[config.mk]
export PLATFORM = sky130hd
export DESIGN_NAME = ama_riscv_hazard_ctrl
export DESIGN_NICKNAME = d
export VERILOG_FILES = /design/src/rtl/ama_riscv_hazard_ctrl.sv
export SDC_FILE = /design/constraint.sdc
export NUM_CORES = 1
export LEC_CHECK = 0
export CORE_AREA = 2 2 110 112
export CTS_BUF_LIST = sky130_fd_sc_hd__clkbuf_4 sky130_fd_sc_hd__clkbuf_8
export DETAILED_ROUTE_END_ITERATION = 10
export DIE_AREA = 0 0 112 114
export PLACE_DENSITY_LB_ADDON = 0.3
export SETUP_SLACK_MARGIN = 0.02
export SKIP_CTS_REPAIR_TIMING = 1
export SYNTH_ARGS = -nofsm -noshare
export SYNTH_HDL_FRONTEND = slang
export SYNTH_SLANG_ARGS = --single-unit
[constraint.sdc]
create_clock -name clk -period 3.4 [get_ports clk]
set_input_delay 0.85 -clock clk [delete_from_list [all_inputs] [get_ports clk]]
set_output_delay 0.85 -clock clk [all_outputs]
set_load 0.005 [all_outputs]
[src/rtl/ama_riscv_hazard_ctrl.sv]
// rtl/ama_riscv_hazard_ctrl.sv - load-use, DMEM-wait and redirect hazard controller
module ama_riscv_hazard_ctrl #(
    parameter int FLUSH_DEPTH = 1,
    parameter int MEM_TIMEOUT = 255,
    parameter int CNT_W       = 32
) (
    input  logic             clk,
    input  logic             rst,
    input  logic             load_inst_ex,
    input  logic             reg_we_ex,
    input  logic [4:0]       rd_ex,
    input  logic [4:0]       rs1_id,
    input  logic [4:0]       rs2_id,
    input  logic             rs1_used_id,
    input  logic             rs2_used_id,
    input  logic             redirect_ex,
    input  logic             dmem_req_mem,
    input  logic             dmem_ack,
    output logic             stall_pipe,
    output logic             stall_if_id,
    output logic             bubble_ex,
    output logic             flush_if_id,
    output logic [CNT_W-1:0] stall_cnt,
    output logic [CNT_W-1:0] flush_cnt,
    output logic             mem_err
);

    typedef enum logic [1:0] {
        RUN      = 2'd0,
        MEM_WAIT = 2'd1,
        FLUSH    = 2'd2
    } state_t;

    localparam logic [3:0]  FLUSH_RELOAD = 4'(FLUSH_DEPTH - 1);
    localparam logic [16:0] WAIT_LIMIT   = 17'(MEM_TIMEOUT);

    state_t           state;
    logic [3:0]       fcnt;
    logic [15:0]      wcnt;
    logic [CNT_W-1:0] stall_cnt_q;
    logic [CNT_W-1:0] flush_cnt_q;
    logic             mem_err_q;

    logic mem_hold;
    logic load_use;
    logic rs1_hit;
    logic rs2_hit;
    logic in_flush;
    logic stall_pipe_c;
    logic stall_if_id_c;
    logic bubble_ex_c;
    logic flush_if_id_c;

    assign mem_hold = dmem_req_mem & ~dmem_ack;
    assign rs1_hit  = rs1_used_id & (rs1_id == rd_ex);
    assign rs2_hit  = rs2_used_id & (rs2_id == rd_ex);
    assign load_use = load_inst_ex & reg_we_ex & (rd_ex != 5'd0) & (rs1_hit | rs2_hit);
    assign in_flush = (state == FLUSH);

    // A frozen EX cannot act on redirect or load-use; both are re-seen on release.
    always_comb begin
        stall_pipe_c  = 1'b0;
        stall_if_id_c = 1'b0;
        bubble_ex_c   = 1'b0;
        flush_if_id_c = 1'b0;
        if (!rst) begin
            if (mem_hold) begin
                stall_pipe_c  = 1'b1;
                stall_if_id_c = 1'b1;
            end else if (in_flush || redirect_ex) begin
                flush_if_id_c = 1'b1;
            end else if (load_use) begin
                stall_if_id_c = 1'b1;
                bubble_ex_c   = 1'b1;
            end
        end
    end

    assign stall_pipe  = stall_pipe_c;
    assign stall_if_id = stall_if_id_c;
    assign bubble_ex   = bubble_ex_c;
    assign flush_if_id = flush_if_id_c;
    assign stall_cnt   = rst ? '0 : stall_cnt_q;
    assign flush_cnt   = rst ? '0 : flush_cnt_q;
    assign mem_err     = rst ? 1'b0 : mem_err_q;

    always_ff @(posedge clk) begin
        if (rst) begin
            state       <= RUN;
            fcnt        <= 4'd0;
            wcnt        <= 16'd0;
            stall_cnt_q <= '0;
            flush_cnt_q <= '0;
            mem_err_q   <= 1'b0;
        end else begin
            if (stall_if_id_c && (stall_cnt_q != {CNT_W{1'b1}})) begin
                stall_cnt_q <= stall_cnt_q + 1'b1;
            end

            if (mem_hold) begin
                // wcnt tracks the current run of consecutive hold cycles
                if ({1'b0, wcnt} < WAIT_LIMIT) begin
                    wcnt <= wcnt + 16'd1;
                end
                if (({1'b0, wcnt} + 17'd1) >= WAIT_LIMIT) begin
                    mem_err_q <= 1'b1;
                end
                if (state == RUN) begin
                    state <= MEM_WAIT;
                end
            end else begin
                wcnt <= 16'd0;
                if (redirect_ex) begin
                    if (flush_cnt_q != {CNT_W{1'b1}}) begin
                        flush_cnt_q <= flush_cnt_q + 1'b1;
                    end
                    if (FLUSH_DEPTH > 1) begin
                        state <= FLUSH;
                        fcnt  <= FLUSH_RELOAD;
                    end else begin
                        state <= RUN;
                        fcnt  <= 4'd0;
                    end
                end else if (state == FLUSH) begin
                    if (fcnt <= 4'd1) begin
                        state <= RUN;
                        fcnt  <= 4'd0;
                    end else begin
                        fcnt <= fcnt - 4'd1;
                    end
                end else begin
                    state <= RUN;
                end
            end
        end
    end

endmodule

Yosys cells after proc, flatten, opt, wreduce, memory -nomap -nowiden
Cells that the tools add are included.
{"block": "word_totals", "word_cells": 62, "register_bits": 87, "in_bits": 24}
{"block": "op_classes", "addsub": 5, "n_eq_ne": 7, "magnitude_cmp": 3, "n_mux": 22, "bitwise_logic": 9, "n_reduce_logical": 10}
{"op": "32-bit by 1-bit adder with 32-bit output, second input constant", "n": 2}
{"op": "32-bit two-way mux", "n": 2}
{"op": "32-bit != test, second input constant", "n": 2}
{"op": "16-bit by 1-bit adder with 17-bit output, second input constant", "n": 1}
{"op": "17-bit by 8-bit greater-or-equal comparator with 1-bit output, second input constant", "n": 1}
{"op": "16-bit by 1-bit adder with 16-bit output, second input constant", "n": 1}
{"op": "16-bit by 8-bit < comparator with 1-bit output, second input constant", "n": 1}
{"op": "1-bit two-way mux", "n": 12}
{"op": "4-bit two-way mux", "n": 3}
{"op": "5-bit equality test", "n": 2}
{"op": "2-bit two-way mux", "n": 5}
{"op": "1-bit bitwise AND", "n": 6}
{"op": "2-bit AND reduction", "n": 3}
{"op": "5-bit nonzero test", "n": 1}
{"op": "4-bit by 1-bit less-or-equal comparator with 1-bit output, second input constant", "n": 1}
{"op": "4-bit by 3-bit != test with 1-bit output, second input constant", "n": 1}
{"op": "4-bit by 1-bit subtractor with 4-bit output, second input constant", "n": 1}
{"op": "3-bit AND reduction", "n": 1}
{"op": "2-bit equality test, second input constant", "n": 1}
{"op": "2-bit logical NOT", "n": 1}
{"op": "2-bit by 1-bit != test with 1-bit output, second input constant", "n": 1}
{"op": "1-bit NOT", "n": 2}
{"op": "2-bit nonzero test", "n": 1}
{"op": "2-bit OR reduction", "n": 1}
{"op": "3 further kinds", "n": 3}

Logic depth before layout (Yosys ltp)
Gate-level depths: netlist of the first run.
{"block": "logic_depth", "depth_word": 9, "ltp_mapped": 10, "mapped_depth_nobuf": 7}

Least setup slack after synthesis of the first run
OpenSTA, ideal clock, no wires.
{"block": "synth_timing", "path_type": "input-to-output", "start": "in rst", "end": "out flush_if_id", "setup_slack_ns": 0.532, "n_path_buf": 4, "stages": 5, "arrival_ns": 2.018, "path_cell_list": "clkbuf_1 clkbuf_1 buf_1 clkbuf_1 nor2_1"}
{"block": "synth_via", "elab_chain_cells": 1}
{"item": "start: declaration", "line_no": "8", "source": "input logic rst,"}
{"item": "1-bit two-way mux", "line_no": "66", "source": "if (!rst) begin"}
{"item": "end: declaration", "line_no": "22", "source": "output logic flush_if_id,"}
No other way between the ends.

Final worst setup path of the first run
{"block": "layout_timing", "start": "in rs2_id[4]", "end": "out stall_if_id"}
{"block": "layout_via", "elab_chain_cells": 8}
{"item": "start: declaration", "line_no": "13", "source": "input logic [4:0] rs2_id,"}
{"item": "5-bit equality test", "line_no": "56", "source": "assign rs2_hit = rs2_used_id & (rs2_id == rd_ex);"}
{"item": "1-bit bitwise AND", "line_no": "56"}
{"item": "1-bit bitwise OR", "line_no": "57", "source": "assign load_use = load_inst_ex & reg_we_ex & (rd_ex != 5'd0) & (rs1_hit | rs2_hit);"}
{"item": "1-bit bitwise AND", "line_no": "57"}
{"item": "1-bit two-way mux", "line_no": "72", "source": "end else if (load_use) begin"}
{"item": "1-bit two-way mux", "line_no": "70", "source": "end else if (in_flush || redirect_ex) begin"}
{"item": "1-bit two-way mux", "line_no": "67", "source": "if (mem_hold) begin"}
{"item": "1-bit two-way mux", "line_no": "66"}
{"item": "end: declaration", "line_no": "20", "source": "output logic stall_if_id,"}
No other way between the ends.

==> impl_metrics.json, run 1 <==
{
  "status": "finished, final reports clean",
  "synth_ff_type": "dfxtp_1",
  "synth.distinct_cells": 49,
  "layout.nets": 679,
  "via_per_inst": 5.25,
  "cp.arrival_ns": 2.47,
  "p_int_w": 0.00139,
  "dp.cells": 787,
  "skew_ns": 0.00521,
  "diodes": 0,
  "num_vias": 4207,
  "max_freq_mhz": 301,
  "p_switching_w": 0.000408,
  "hold_class": "reg2reg",
  "ir_worst_vdd_uv": 141,
  "worst_pin_slew_ns": 0.818,
  "totalWireLength_um": 10900,
  "htree_levels": 3,
  "synth.avg_cell_area_um2": 8.03,
  "grt_remaining_overflow": 0,
  "synthArstFlopShare_pct": 0,
  "synth_nets": 588,
  "path_class": "in2out",
  "m1WireLength_um": 5100,
  "clkPwrFrac_pct": 40.1,
  "ioPinCount": 93,
  "power_density_mw_per_mm2": 308,
  "clockRootBuffer": "clkbuf_8",
  "die-height_um": 114,
  "seqPwrFrac_pct": 53.1,
  "comb_power_share_pct": 6.8,
  "max-slew-margin-rel_pct": 45.2,
  "r2r_slack_ns": 0.65,
  "antenna_found_initial": 0,
  "first_pass_iters": 4,
  "finalCritPeriodShare_pct": 97.8,
  "post-route-min-period_ns": 3.32,
  "die_w_um": 112,
  "layout_commonest_cell": "clkdlybuf4s50_1",
  "layout_common_cells": "clkdlybuf4s50_1 (85), dfxtp_1 (81), nor2_1 (73), nor2b_1 (59), nand2_1 (37)",
  "top_layer_used": "met4",
  "clk_latency_ns": 0.36,
  "drv_slew": 0,
  "fillers": 1139,
  "drt_iter0_markers": 203,
  "seq_area_frac_synth_pct": 36.1,
  "drt-wirelength-per-cell_um": 13.5,
  "maxCapViolCount": 0,
  "cts_sinks": 81,
  "cts.reportedPaths.clkPinSlew_ns": 0.08,
  "hold_depth": 2,
  "drive_above_1_share_pct": 8.40,
  "grtUsageTotal_pct": 17.4,
  "portBuffers": 92,
  "synthCells": 560,
  "gp_congestion": 0.831,
  "met3WireLength_um": 619,
  "leakage_nw": 2.02,
  "start_util_pct": 38.4,
  "grt_max_degree": 73,
  "ys_warn_count": 0,
  "die_area_mm2": 0.0128,
  "dp.final_hpwl_um": 7880,
  "multi_input_area_mm2": 0.00275,
  "required_ns": 2.55,
  "grt_pass1_wl_um": 18500,
  "clockBufferDepth": 2,
  "finalSetupViolations": 0,
  "worst-path-max-fanout": 2,
  "r2r_cells": 9,
  "synth-seq-cells": 81,
  "finalHoldViolCount": 0,
  "areaGrowthSynthToFinish_pct": 29.9,
  "cts_made_buffers": 9,
  "core_area_mm2": 0.0117,
  "drc_errors": 0,
  "synth_edf_count": 0,
  "netSwitchingFraction_pct": 22.7,
  "regArea_mm2": 0.00162,
  "setup_ws_ns": 0.0751,
  "rows": 40,
  "critPathLaunchType": "primary input",
  "grt_pass1_vias": 4044,
  "route.met2.wl_um": 5010,
  "dp_slack_ns": -0.0473,
  "syn_area_mm2": 0.00450,
  "ant_nets": 0,
  "cp-end-kind": "output pin",
  "finalNonFillerCells": 802,
  "rsz0062_at_grt": "yes",
  "cts_tree": "done"
}
[cell usage after synthesis, types with 14 or more instances]
cell	count	area [um^2]
clkbuf_1	18	67.6
nor2b_1	59	369
or3_1	14	87.6
o21ai_0	22	110
nor3_1	22	110
nand2_1	37	139
xor2_1	14	123
dfxtp_1	81	1620
a21oi_1	16	80.1
nand4_1	21	131
nand3_1	33	165
nor2_1	73	274
xnor2_1	27	236
[routing by layer]
metal  up-vias  global-route usage [%]
met1      1964                    22.8
met3        12                    3.83
met2        93                    28.5
li1       2138                       -
met4         0                    5.61
met5         -                       0
[cell type report]
class | count | area share, %
multi-input combinational | 441 | 47.0
clock buffer | 12 | 2.72
inverter | 13 | 0.835
sequential | 81 | 27.8
clock inverter | 3 | 0.685
timing repair buffer | 105 | 17.9
tap | 147 | 3.15
[critical path, stage by stage]
cell	delay [ns]
clkdlybuf4s50_1	0.50
xnor2_1	0.13
nand4_1	0.15
o22ai_2	0.21
a21oi_2	0.09
inv_1	0.06
clkdlybuf4s50_1	0.49
[power groups by stage]
stage          Combinational [W]  Clock, W  Sequential [W]
4_1_cts                 0.000121  0.000746        0.000955
3_5_place_dp            0.000120         0        0.000977
5_1_grt                 0.000135  0.000786        0.000956
6_report                0.000123  0.000721        0.000955
3_3_place_gp            0.000118         0        0.000977
2_1_floorplan          0.0000622         0        0.000976
[metrics by stage]
stage / power (W) / utilization (%) / instance area (um^2) / TNS (ns) / hold WS [ns]
4_1_cts: 0.00182 / 49.5 / 5800 / -0.0997 / 0.497
3_3_place_gp: 0.00109 / 47.8 / 5600 / -0.00758 / 0.469
6_report: 0.00180 / 49.9 / 5840 / 0 / 0.494
2_1_floorplan: 0.00104 / - / 4500 / 0 / 0.457
5_1_grt: 0.00188 / 49.9 / 5840 / -0.0505 / 0.507
3_5_place_dp: 0.00110 / 47.8 / 5600 / -0.0842 / 0.478
[flip-flops by register name, indices dropped and copies added, names as in the netlist]
register	cells
mem_err_q	1
stall_cnt_q	32
flush_cnt_q	32
wcnt	16
[logic make-up (layout without fill, tap and decap cells)]
kind of cell	Yosys count	in the layout	share of synthesized area, %
mux	18	18	4.92
buf+inv	38	133	3.59
simple gates	318	318	38.2
fa+ha+maj	4	4	1.11
flops	81	81	36.1
xor+xnor	41	41	7.98
compound gates	60	60	8.18
[worst paths after layout]
| check | end | startpoint |
|---|---|---|
| max | stall_if_id | rs2_id[4] |
| min | stall_cnt_q[23] | stall_cnt_q[23] |
| max reg2reg | stall_cnt_q[1] | stall_cnt_q[0] |
| min reg2reg | stall_cnt_q[23] | stall_cnt_q[23] |
No activity file was read; power rests on OpenSTA's default activity.
==> run 2: changes to the inputs <==
--- a/config.mk
+++ b/config.mk
@@ -6,8 +6,9 @@
 export NUM_CORES = 1
 export LEC_CHECK = 0
-export CORE_AREA = 2 2 110 112
+export ABC_AREA = 1
+export CORE_AREA = 2 2 122 124
 export CTS_BUF_LIST = sky130_fd_sc_hd__clkbuf_4 sky130_fd_sc_hd__clkbuf_8
 export DETAILED_ROUTE_END_ITERATION = 10
-export DIE_AREA = 0 0 112 114
+export DIE_AREA = 0 0 124 126
 export PLACE_DENSITY_LB_ADDON = 0.3
 export SETUP_SLACK_MARGIN = 0.02
==> constraint.sdc (replaced) <==
create_clock -name clk -period 3.4 [get_ports clk]
set_input_delay 0.68 -clock clk [delete_from_list [all_inputs] [get_ports clk]]
set_output_delay 0.68 -clock clk [all_outputs]
set_load 0.005 [all_outputs]
==> run 2 against run 1 <==
  * First-iteration DRC count increased by 130%
  * Clock skew increased by 0.00095 ns
  * Die area increased by 22%
  * Maximum frequency increased by 8.3%
  * Global-route usage increased by 3.6 points
  * Synthesized cell count increased by 71%
  * Critical endpoint is now bubble_ex
  * Largest cell class unchanged
  * Highest routed layer unchanged
==> impl_metrics.json, run 2 <==
{
  "finalSetupViolations": 0,
  "num_vias": 6001,
  "grt_remaining_overflow": 0,
  "crit_family": "buffers and inverters",
  "fin_area_mm2": 0.00688,
  "status": "finished, final reports clean",
  "rsz0062_at_grt": "no",
  "synth.distinct_cells": 32,
  "rows": 44,
  "clockRootBuffer": "clkbuf_8",
  "yosysTopAreaCell": "dfxtp_1",
  "synthCells": 959,
  "skew_ns": 0.00616,
  "layout_commonest_cell": "nand2_1",
  "drt_iter0_markers": 470,
  "layout.nets": 1070,
  "cts_tree": "done",
  "worst-path-max-fanout": 4,
  "hp-start": "mem_err_q",
  "ioPinCount": 93,
  "cts_made_buffers": 9,
  "fin_setup_tns_ns": 0,
  "crit_buf_inv": 3,
  "die_area_mm2": 0.0156,
  "cts.reportedPaths.clkPinSlew_ns": 0.08,
  "syn_area_mm2": 0.00561,
  "hold_class": "reg2reg",
  "ys_warn_count": 0,
  "htree_levels": 3,
  "synth.area.top_cells": "dfxtp_1 (29%), nand2_1 (19%), nor2_1 (12%)",
  "dp.final_hpwl_um": 11600,
  "hold_path_end": "mem_err_q",
  "leakage_nw": 2.53,
  "crit_chain": "clkdlybuf4s50_1 > inv_1 > nand2_1 > nand2_1 > nor2_1 > nand3_1 > nand2_1 > nand2_1 > nor2_1 > clkdlybuf4s50_1",
  "synth_top_family_by_area": "simple AND/OR/NAND/NOR gates",
  "synth.avg_cell_area_um2": 5.85,
  "maxCapViolCount": 0,
  "drive_above_1_share_pct": 6.02,
  "grt_pass1_wl_um": 26300,
  "drc_errors": 0,
  "dp.cells": 1215,
  "synthArstFlopShare_pct": 0,
  "drv_slew": 0,
  "cpMaxStageDelayCell": "clkdlybuf4s50_1",
  "start_util_pct": 39.2,
  "post-route-min-period_ns": 3.07,
  "path_common_cell": "nand2_1",
  "synth_ff_type": "dfxtp_1",
  "synth-adder-area-share_pct": 0.892,
  "totalWireLength_um": 15500,
  "cts_sinks": 81,
  "synth_most_common_cell": "nand2_1",
  "drt-wirelength-per-cell_um": 12.6,
  "max_freq_mhz": 326,
  "gp_congestion": 0.906,
  "worst-path-stages": 10,
  "r2r_cells": 11,
  "cp-end-kind": "output pin",
  "critPathLaunchType": "primary input",
  "clockBufferDepth": 2,
  "r2r-start": "flush_cnt_q[13]",
  "synth_nets": 987,
  "dp_slack_ns": 0.343,
  "cp.arrival_ns": 2.39,
  "finalHoldViolCount": 0,
  "areaGrowthSynthToFinish_pct": 22.7,
  "grt_pass1_vias": 5563,
  "portBuffers": 92,
  "synth-simple-area-share_pct": 45.3,
  "timing.rr.end": "flush_cnt_q[7]",
  "finalCritPeriodShare_pct": 90.3,
  "r2r_slack_ns": 1.19,
  "critPathMaxStageDelay_ns": 0.52,
  "layout_common_cells": "nand2_1 (280), nor2_1 (181), inv_1 (118), clkdlybuf4s50_1 (91), dfxtp_1 (81)",
  "fin_util_pct": 48.1,
  "via_per_inst": 4.88,
  "placed_area_mm2": 0.00668,
  "synth_compound_area_share_pct": 7.68,
  "core_area_mm2": 0.0143,
  "die_w_um": 124,
  "path_class": "in2out",
  "first_pass_iters": 5,
  "ant_nets": 0,
  "largest_registers": "flush_cnt_q x32, stall_cnt_q x32, wcnt x16",
  "die-height_um": 126,
  "setup_ws_ns": 0.329,
  "max-slew-margin-rel_pct": 66.5,
  "synth_xor_area_share_pct": 5.78,
  "antenna_found_initial": 0,
  "hold_depth": 2,
  "synth-seq-cells": 81,
  "seq_area_frac_synth_pct": 28.9,
  "grt_max_degree": 70,
  "grtUsageTotal_pct": 21.0,
  "yosys-mux-area-fraction_pct": 0,
  "worst_pin_slew_ns": 0.499,
  "diodes": 0,
  "ir_worst_vdd_uv": 253,
  "clk_latency_ns": 0.38,
  "required_ns": 2.72,
  "power_density_mw_per_mm2": 267,
  "finalNonFillerCells": 1230,
  "synth_edf_count": 0,
  "synth_top_area_share_pct": 28.9,
  "synth_common_cells": "nand2_1 (280), nor2_1 (181), inv_1 (118)"
}
==> run 2: cells by family (layout without fill, tap and decap cells) <==
group,after synthesis,in the layout
AOI/OAI and AO/OA,85,85
xor gates and xnor gates,37,37
adders and majority gates,4,4
buffers and inverters,158,245
DFF,81,81
and+or+nand+nor,594,594
==> run 2: final cells by class <==
cell class                      instances  area (um^2)
Clock inverter                          4         51.3
Timing Repair Buffer                  101          998
Tap cell                              184          230
Clock buffer                           11          151
Inverter                              129          484
Multi-Input combinational cell        720         3340
Sequential cell                        81         1620
Fill cell                            1584         7430
==> run 2: worst max-delay path by stage <==
stage	startpoint	slack, ns	to
after floorplan	rst	1.21	flush_cnt[0]
after global placement	rd_ex[3]	0.32	bubble_ex
after detailed placement	rd_ex[0]	0.34	bubble_ex
after CTS	rd_ex[0]	0.33	bubble_ex
after global routing	rd_ex[3]	0.13	bubble_ex
final	rd_ex[3]	0.33	bubble_ex
==> run 2: layer usage <==
layer	vias up	routed length [um]	track usage (%)
li1	3138	-	-
met1	2684	7410	29.2
met2	160	7030	32.3
met3	19	789	4.89
met4	0	259	5.95
met5	-	0	0
==> run 2: tightest hold or removal path, stage by stage (launching register included) <==
cell	delay, ns
dfxtp_1	0.32
nand2_1	0.06
nand2_1	0.06
==> run 2: report_power, final <==
part	switching, W	total, W	internal, W
sequential	0.00000351	0.000955	0.000951
clock	0.000375	0.000752	0.000377
combinational	0.0000815	0.000132	0.0000507
==> run 2: through the flow <==
| step | hold slack (ns) | total power (W) |
|---|---|---|
| final | 0.459 | 0.00184 |
| after global routing | 0.499 | 0.00191 |
| after CTS | 0.462 | 0.00186 |
| after detailed placement | 0.439 | 0.00111 |
| after global placement | 0.441 | 0.00111 |
| after floorplan | 0.421 | 0.00105 |
==> RTL edit, RTL diff (flow settings as in run 2) <==
`MEM_TIMEOUT`: 255 -> 128.
--- a/src/rtl/ama_riscv_hazard_ctrl.sv
+++ b/src/rtl/ama_riscv_hazard_ctrl.sv
@@ -3,3 +3,3 @@
     parameter int FLUSH_DEPTH = 1,
-    parameter int MEM_TIMEOUT = 255,
+    parameter int MEM_TIMEOUT = 128,
     parameter int CNT_W       = 32
Behaviour: same outputs for any inputs over 10 cycles, from zero or initial values and one cycle with rst high; that may be too few to reach the edited logic, so the function may still have changed.
==> RTL edit against run 2 <==
  * Total power grew 4.7%
  * Largest power group unchanged
  * Sequential cell count is the same
  * Area after synthesis grew 1.6%
  * Clock power grew 11%
  * Synthesized cell count grew 4.9%
  * Count of clock-buffer cells in the layout grew 2
  * Core utilization grew 0.77 points
  * Sequential power is essentially flat
  * Setup slack lost 0.034 ns
  * Die area is the same
  * Highest routed layer unchanged
  * Cell area grew 1.6%
  * Routed wire length grew 0.76%
==> RTL edit: results (changes against run 2) <==
finish:
  fillCellCount: 1528  # was 1584
  buffer_area_frac: 0.1428  # was 0.1451
  multi_input_area_share: 0.4914  # was 0.4860
  nets: 1115  # was 1070
  nClkBuffers: 13  # was 11
  clock_area_frac: 0.03329  # was 0.02945
logic_synthesis:
  synthTopCellsByArea: "dfxtp_1 28%, nand2_1 21%, nor2_1 14%"  # was dfxtp_1 29%, nand2_1 19%, nor2_1 12%
  postSynthNetCount: 1033  # was 987
  synth-adder-area-share: 0.006591  # was 0.008925
  synthTopCellsByCount: "317 x nand2_1, 209 x nor2_1, 119 x inv_1"  # was 280 x nand2_1, 181 x nor2_1, 118 x inv_1
  ys_seq_area_frac: 0.2847  # was 0.2892
critical_path:
  r2r_start: "stall_cnt_q[0]$_SDFFE_PP0P_"  # was flush_cnt_q[13]$_SDFFE_PP0P_
  worstSetupStartpoint: "rd_ex[1]"  # was rd_ex[3]
  crit_path_end: "stall_if_id"  # was bubble_ex
power_and_ir_drop:
  combPwrFrac: 0.069  # was 0.072
  p_leak_nw: 2.577  # was 2.526 nW
  peakVddDrop_mv: 0.1522  # was 0.2533 mV
placed_design:
  routabilityCongestion: 0.9731  # was 0.9062
drt:
  drtIter0Drc: 477  # was 470
  wirelength_mm: 15.61  # was 15.49 mm
  met1_length_mm: 7.440  # was 7.407 mm
global_routing:
  grt_max_degree: 123  # was 70
  grt_pass1_wl_mm: 26.06  # was 26.31 mm
  grtUsageMet3: 0.02944  # was 0.04891
  track_usage: 0.2064  # was 0.2096
run_status:
  status: "completed"  # unchanged
sta:
  skew_ns: 0.008841  # was 0.006160 ns
## RTL edit: cell types whose count changed after synthesis, moves of 7 or more
cell / change
nor2_2: -7
nor3_2: -7
clkbuf_1: +8
nand2_1: +37
nand3_1: +15
nor2_1: +28
## RTL edit: cell families (layout without fill, tap and decap cells)
group                    after synthesis  count (layout)
AND/OR/NAND/NOR                      650             650
buffers and inverters                156             242
AO/OA/AOI/OAI                         84              84
flip-flops                            81              81
XOR/XNOR                              32              32
adder cells (fa/ha/maj)                3               3
## RTL edit: metrics by stage
step,utilization,setup slack [ns],hold slack (ns),cells
detailed placement,0.4722,0.2686,0.4434,1261
CTS,0.4885,0.2668,0.4640,1276
global route,0.4885,0.1681,0.4811,1276
floorplan,-,1.195,0.4211,1006
global placement,0.4722,0.2830,0.4376,1261
finish,0.4885,0.2950,0.4567,1276
## RTL edit: tightest hold or removal path: cells and delay by family, from the launching register on
| kind | cells | cell delay [ns] |
|---|---|---|
| flops | 1 | 0.31 |
| simple gates | 2 | 0.12 |
